===== src/rtl/sensor_hcsr04_emulador.sv =====
// HC-SR04 ultrasonic sensor emulator: measures the trigger pulse, waits for the
// burst time, then produces an echo whose width encodes the programmed distance.
module sensor_hcsr04_emulador #(
  parameter int CICLOS_US      = 50,
  parameter int TRIGGER_MIN_US = 10,
  parameter int ATRASO_US      = 200,
  parameter int US_POR_CM      = 58,
  parameter int TIMEOUT_US     = 38000
) (
  input  logic       clock,
  input  logic       reset,
  input  logic       trigger,
  input  logic [8:0] distancia,
  input  logic       sem_objeto,
  output logic       echo,
  output logic       ocupado,
  output logic       erro_trigger,
  output logic [3:0] db_estado
);

  function automatic longint maxl(input longint a, input longint b);
    return (a > b) ? a : b;
  endfunction

  localparam longint N_TRIG = longint'(TRIGGER_MIN_US) * CICLOS_US;
  localparam longint N_ATR  = longint'(ATRASO_US) * CICLOS_US;
  localparam longint N_CM   = longint'(US_POR_CM) * CICLOS_US;
  localparam longint N_TO   = longint'(TIMEOUT_US) * CICLOS_US;
  localparam longint N_MAX  = maxl(maxl(N_TO, 511 * N_CM), maxl(N_TRIG, N_ATR));
  localparam int     CW     = $clog2(N_MAX + 1);

  localparam logic [CW-1:0] TRIG_LIM = CW'(N_TRIG);
  localparam logic [CW-1:0] ATR_LAST = CW'(N_ATR - 1);
  localparam logic [CW-1:0] K_CM     = CW'(N_CM);
  localparam logic [CW-1:0] W_TO     = CW'(N_TO);

  typedef enum logic [3:0] {
    INICIAL = 4'b0000,
    MEDE    = 4'b0001,
    ATRASO  = 4'b0010,
    GERA    = 4'b0011,
    FINAL   = 4'b1111
  } estado_t;

  estado_t       estado, prox;
  logic [CW-1:0] cnt, cnt_prox, largura;
  logic [8:0]    dist_r, d_ef;
  logic          sem_r, trig_r, armado, erro_r, erro_prox, lat, borda;

  // armado blocks a trigger held high through reset from counting as an edge
  assign borda   = trigger & ~trig_r & armado;
  assign d_ef    = (dist_r == 9'd0) ? 9'd1 : dist_r;
  assign largura = sem_r ? W_TO : CW'(d_ef) * K_CM;

  always_ff @(posedge clock) begin
    if (reset) begin
      estado <= INICIAL;
      cnt    <= '0;
      trig_r <= 1'b0;
      armado <= 1'b0;
      dist_r <= '0;
      sem_r  <= 1'b0;
      erro_r <= 1'b0;
    end else begin
      estado <= prox;
      cnt    <= cnt_prox;
      trig_r <= trigger;
      armado <= armado | ~trigger;
      erro_r <= erro_prox;
      if (lat) begin
        dist_r <= distancia;
        sem_r  <= sem_objeto;
      end
    end
  end

  always_comb begin
    prox      = estado;
    cnt_prox  = cnt;
    lat       = 1'b0;
    erro_prox = 1'b0;
    case (estado)
      INICIAL: if (borda) begin
        prox     = MEDE;
        cnt_prox = CW'(1);
      end
      MEDE: begin
        if (trigger) begin
          if (cnt != '1) cnt_prox = cnt + 1'b1;
        end else if (cnt >= TRIG_LIM) begin
          prox     = ATRASO;
          cnt_prox = '0;
          lat      = 1'b1;
        end else begin
          prox      = INICIAL;
          cnt_prox  = '0;
          erro_prox = 1'b1;
        end
      end
      ATRASO: begin
        if (cnt == ATR_LAST) begin
          prox     = GERA;
          cnt_prox = '0;
        end else cnt_prox = cnt + 1'b1;
      end
      GERA: begin
        if (cnt == largura - 1'b1) begin
          prox     = FINAL;
          cnt_prox = '0;
        end else cnt_prox = cnt + 1'b1;
      end
      FINAL: begin
        prox     = INICIAL;
        cnt_prox = '0;
      end
      default: begin
        prox     = INICIAL;
        cnt_prox = '0;
      end
    endcase
  end

  // erro_trigger comes from a flop set on the rejecting transition
  always_comb begin
    echo         = (estado == GERA);
    ocupado      = (estado != INICIAL);
    erro_trigger = erro_r;
    case (estado)
      INICIAL: db_estado = 4'b0000;
      MEDE:    db_estado = 4'b0001;
      ATRASO:  db_estado = 4'b0010;
      GERA:    db_estado = 4'b0011;
      FINAL:   db_estado = 4'b1111;
      default: db_estado = 4'b1110;
    endcase
  end

endmodule

===== config.mk =====
export PLATFORM = sky130hd
export DESIGN_NAME = sensor_hcsr04_emulador
export DESIGN_NICKNAME = d
export VERILOG_FILES = /design/src/rtl/sensor_hcsr04_emulador.sv
export SDC_FILE = /design/constraint.sdc
export NUM_CORES = 1
export LEC_CHECK = 0
export ABC_AREA = 1
export BUFFER_PORTS_ARGS = -buffer_cell sky130_fd_sc_hd__buf_2
export CORE_UTILIZATION = 40
export DETAILED_ROUTE_END_ITERATION = 7
export MAX_ROUTING_LAYER = met4
export PLACE_DENSITY = 0.55
export SETUP_SLACK_MARGIN = 0.02
export SLEW_MARGIN = 40
export SYNTH_ARGS = -nofsm -noshare
export SYNTH_HDL_FRONTEND = slang
export SYNTH_SLANG_ARGS = --single-unit

===== constraint.sdc =====
create_clock -name clock -period 6.75 [get_ports clock]
set_clock_uncertainty 0.05 [all_clocks]
set_input_delay 1.35 -clock clock [delete_from_list [all_inputs] [get_ports clock]]
set_output_delay 1.35 -clock clock [all_outputs]
set_load 0.01 [all_outputs]

==> PnR_summary.wiki <==
{| class="wikitable"
! Metric !! Value
|-
| Status || complete, no violations
|-
| Most numerous cell types in the synthesized netlist || nand2_1, inv_1, nor2_1
|-
| Most frequently used flop master after synthesis || dfxtp_1
|-
| Top-count cell post-synth || nand2_1
|-
| Length of the first detailed-routing pass in iterations || 4
|-
| Critical path buffers and inverters || 3
|-
| Number of sinks driven by the clock tree || 37
|-
| Lkg Pwr || between 2 and 3 nW
|-
| Area Growth Syn to Fin || 6.55%
|-
| Total setup violations reported at the end of the flow || 0
|-
| Mean area per synthesized cell || approximately 6.2 sq um
|-
| Slowest stage cell on the critical path || fa_1
|-
| Tightest Pin Transition || 0.771 ns
|-
| Total Negative Setup Slacks || 0 ns
|-
| Number of antenna violations at the first check in global routing || 0
|-
| Kind of end point of the critical path || flop
|-
| Timing-limited maximum frequency || 0.176 GHz
|-
| Estimated wirelength of the detail-placed design || slightly below 10 mm
|-
| Max Slew Vio Count || 0
|-
| # IOs || 20
|-
| # Post-CTS Setup Buffers || 0
|-
| Maximum VDD drop || 0.105 mV
|-
| Final standard cell utilization of the core || 0.442
|-
| Ratio of cells with drive above 1 in the final layout || 0.0800
|-
| Core Area || 11600 sq um
|-
| Count of input and output buffers || 19
|-
| Routed wire length || approximately 12 mm
|-
| Class of the most critical hold timing path || flop to flop
|-
| Final global-route overflow total || 0
|-
| Global-route wire length before repair || 20.7 mm
|-
| Portion of synthesized cell area occupied by the leading cell type || 0.156
|-
| Post-layout net count || between 800 and 900
|-
| Global-route usage over all layers || 0.209
|-
| DRC Markers || 0
|-
| Ys async rst share || 0
|-
| Max H-tree Level || 2
|-
| Headroom to the max-slew limit || 0.485
|-
| Final instance area || slightly above 5000 sq um
|-
| Type of element launching the critical path || flop
|-
| Total of flip-flops plus latches after synthesis || 37
|-
| Maximum number of buffers from clock root to sink || 2
|-
| Sequential area share after synthesis || 0.154
|-
| FP Rows || 39
|-
| Flop-to-flop setup slack || between 1 and 1.5 ns
|-
| Root buffer selected by CTS || clkbuf_16
|-
| Number of enable-type register cells in the synthesized netlist || 0
|-
| Power density normalized to cell area || about 120 nW/um^2
|-
| Die width || around 110 um
|-
| Count of synthesis-stage warnings from yosys || 0
|-
| Path type of the worst setup path || flop to flop
|-
| Number of vias per cell || about 5
|-
| Ratio of final minimum period to clock period || 0.843
|-
| Last weighted congestion value of the routability-driven placer || around 0.9
|-
| FILL cells || between 1000 and 1500
|-
| Cell taking the most area after synthesis || nand2_1
|-
| Post-Synthesis Cell Area || ~4800 sq um
|-
| Latest clock arrival within the worst-skew pair || around 0.29 ns
|-
| Chip height || roughly 110 um
|-
| Hold buffer count at cts || 0
|-
| Max cap viols || 0
|-
| Maximum fanout along the worst path || 21
|-
| CTS Buf Count || 5
|-
| Data required time at the worst endpoint || between 6 and 7 ns
|-
| Via count || roughly 4500
|-
| Cell count after placement || 910
|-
| Per-cell routed wire length || approximately 13 um
|-
| Number of diodes added for antenna fixing || 0
|-
| Leading cell types by total area after synthesis || nand2_1, dfxtp_1, ha_1, inv_1, fa_1
|-
| Post-cts gate resize count || 0
|-
| RSZ-0062 raised after global routing || no
|-
| Vias in the first global route || 4415
|-
| Iteration-0 DRC count of the detailed router || roughly 190
|-
| Kind of cell adding the most delay to the critical path || adder cells
|-
| Initial core utilization || 0.415
|-
| Number of nets produced by synthesis || about 850
|-
| Placement Cell Area || 4940 sq um
|-
| Total count of hold-check failures in the final report || 0
|-
| Worst stage delay on the critical path || ~0.56 ns
|-
| Clock transition at the register clock pins on the worst setup and hold paths after CTS || around 0.06 ns
|-
| Instance count of the mapped netlist || just under 800
|-
| Maximum number of pins on one net before global-route repair || 28
|-
| Number of different library cells in the post-synthesis netlist || 36
|-
| CTS tree || done
|-
| Time the worst path needs with I/O delays and setup || 5.69 ns
|-
| Finished Layout Cells || 918
|-
| WP data arrival || ~6 ns
|-
| Post-route ant nets || 0
|-
| Die area || about 12000 sq um
|}
## through the flow
stage / setup WS (ns) / hold slack [ns] / total power, mW
floorplan: 1.69 / 0.384 / 0.332
global placement: 1.30 / 0.396 / 0.355
detailed placement: 1.09 / 0.403 / 0.357
CTS: 1.06 / 0.412 / 0.617
global route: 0.459 / 0.436 / 0.649
finish: 1.06 / 0.406 / 0.611
## area by class of cell
cell class | instances | area [sq um] | area share
inverters | 149 | 559 | 0.109
clock inverters | 1 | 8.76 | 0.00171
well taps | 143 | 179 | 0.0350
flip-flops and latches | 37 | 741 | 0.145
repair buffers | 19 | 95.1 | 0.0186
clock buffers | 7 | 153 | 0.0299
multi-input cells | 562 | 3370 | 0.660
## path summary, 6_finish.rpt
| path | start | end | depth (start not counted) |
|---|---|---|---|
| worst max-delay path | dist_r[6] | cnt[4] | 28 |
| worst min-delay path | armado | armado | 2 |
| worst max register to register | dist_r[6] | cnt[4] | 28 |
| worst min register to register | armado | armado | 2 |
## worst reg2reg max path, delay by kind of cell, from the launching register on
family / cells / cell delay [ns]
adders and majority gates: 6 / 2.51
AOI/OAI and AO/OA: 2 / 0.34
and+or+nand+nor: 16 / 2.01
DFF: 1 / 0.32
xor gates and xnor gates: 1 / 0.19
buffers and inverters: 3 / 0.20
## power by group
group	internal (mW)	leakage (nW)	total, mW	switching, mW
registers	0.223	0.299	0.229	0.00528
clock network	0.159	0.0805	0.259	0.100
logic	0.0396	2.37	0.123	0.0837
## kinds of logic after synthesis
logic type,synth area share
AO/OA/AOI/OAI,0.0697
adder cells (fa/ha/maj),0.215
flip-flops,0.154
buffers and inverters,0.143
XOR/XNOR,0.0274
AND/OR/NAND/NOR,0.391
## cell usage in the layout, fill, tap and decap left out
master,n
nand2_1,199
inv_1,144
nor2_1,75
nand3_1,70
ha_1,47
a21oi_1,41
dfxtp_1,37
fa_1,22
buf_2,19
nand4_1,18
xor2_1,15
o21ai_0,13
nand3_2,10
nor3_1,9
nor2_2,9
nor4_1,7
nand2_2,6
inv_2,5
clkbuf_16,5
nand3b_1,4
o21ai_1,3
nor3_2,2
nor2_4,2
nor3b_1,2
clkbuf_8,2
and2_1,1
a311oi_1,1
nand2_4,1
o31ai_1,1
o2111ai_1,1
a22oi_1,1
a211oi_1,1
a41oi_1,1
inv_6,1
## registers in the layout, indices dropped and copies added (netlist names)
register / flops
estado: 3
armado: 1
erro_trigger: 1
trig_r: 1
dist_r: 9
cnt: 21
sem_r: 1
## metal layers
layer	routed length, um	vias up	global-route usage
met5	0	-	-
met4	225	0	0.0658
met3	501	17	0.0310
met2	4910	78	0.316
met1	6030	2019	0.287
li1	-	2427	-
(Power assumes the default switching activity.)
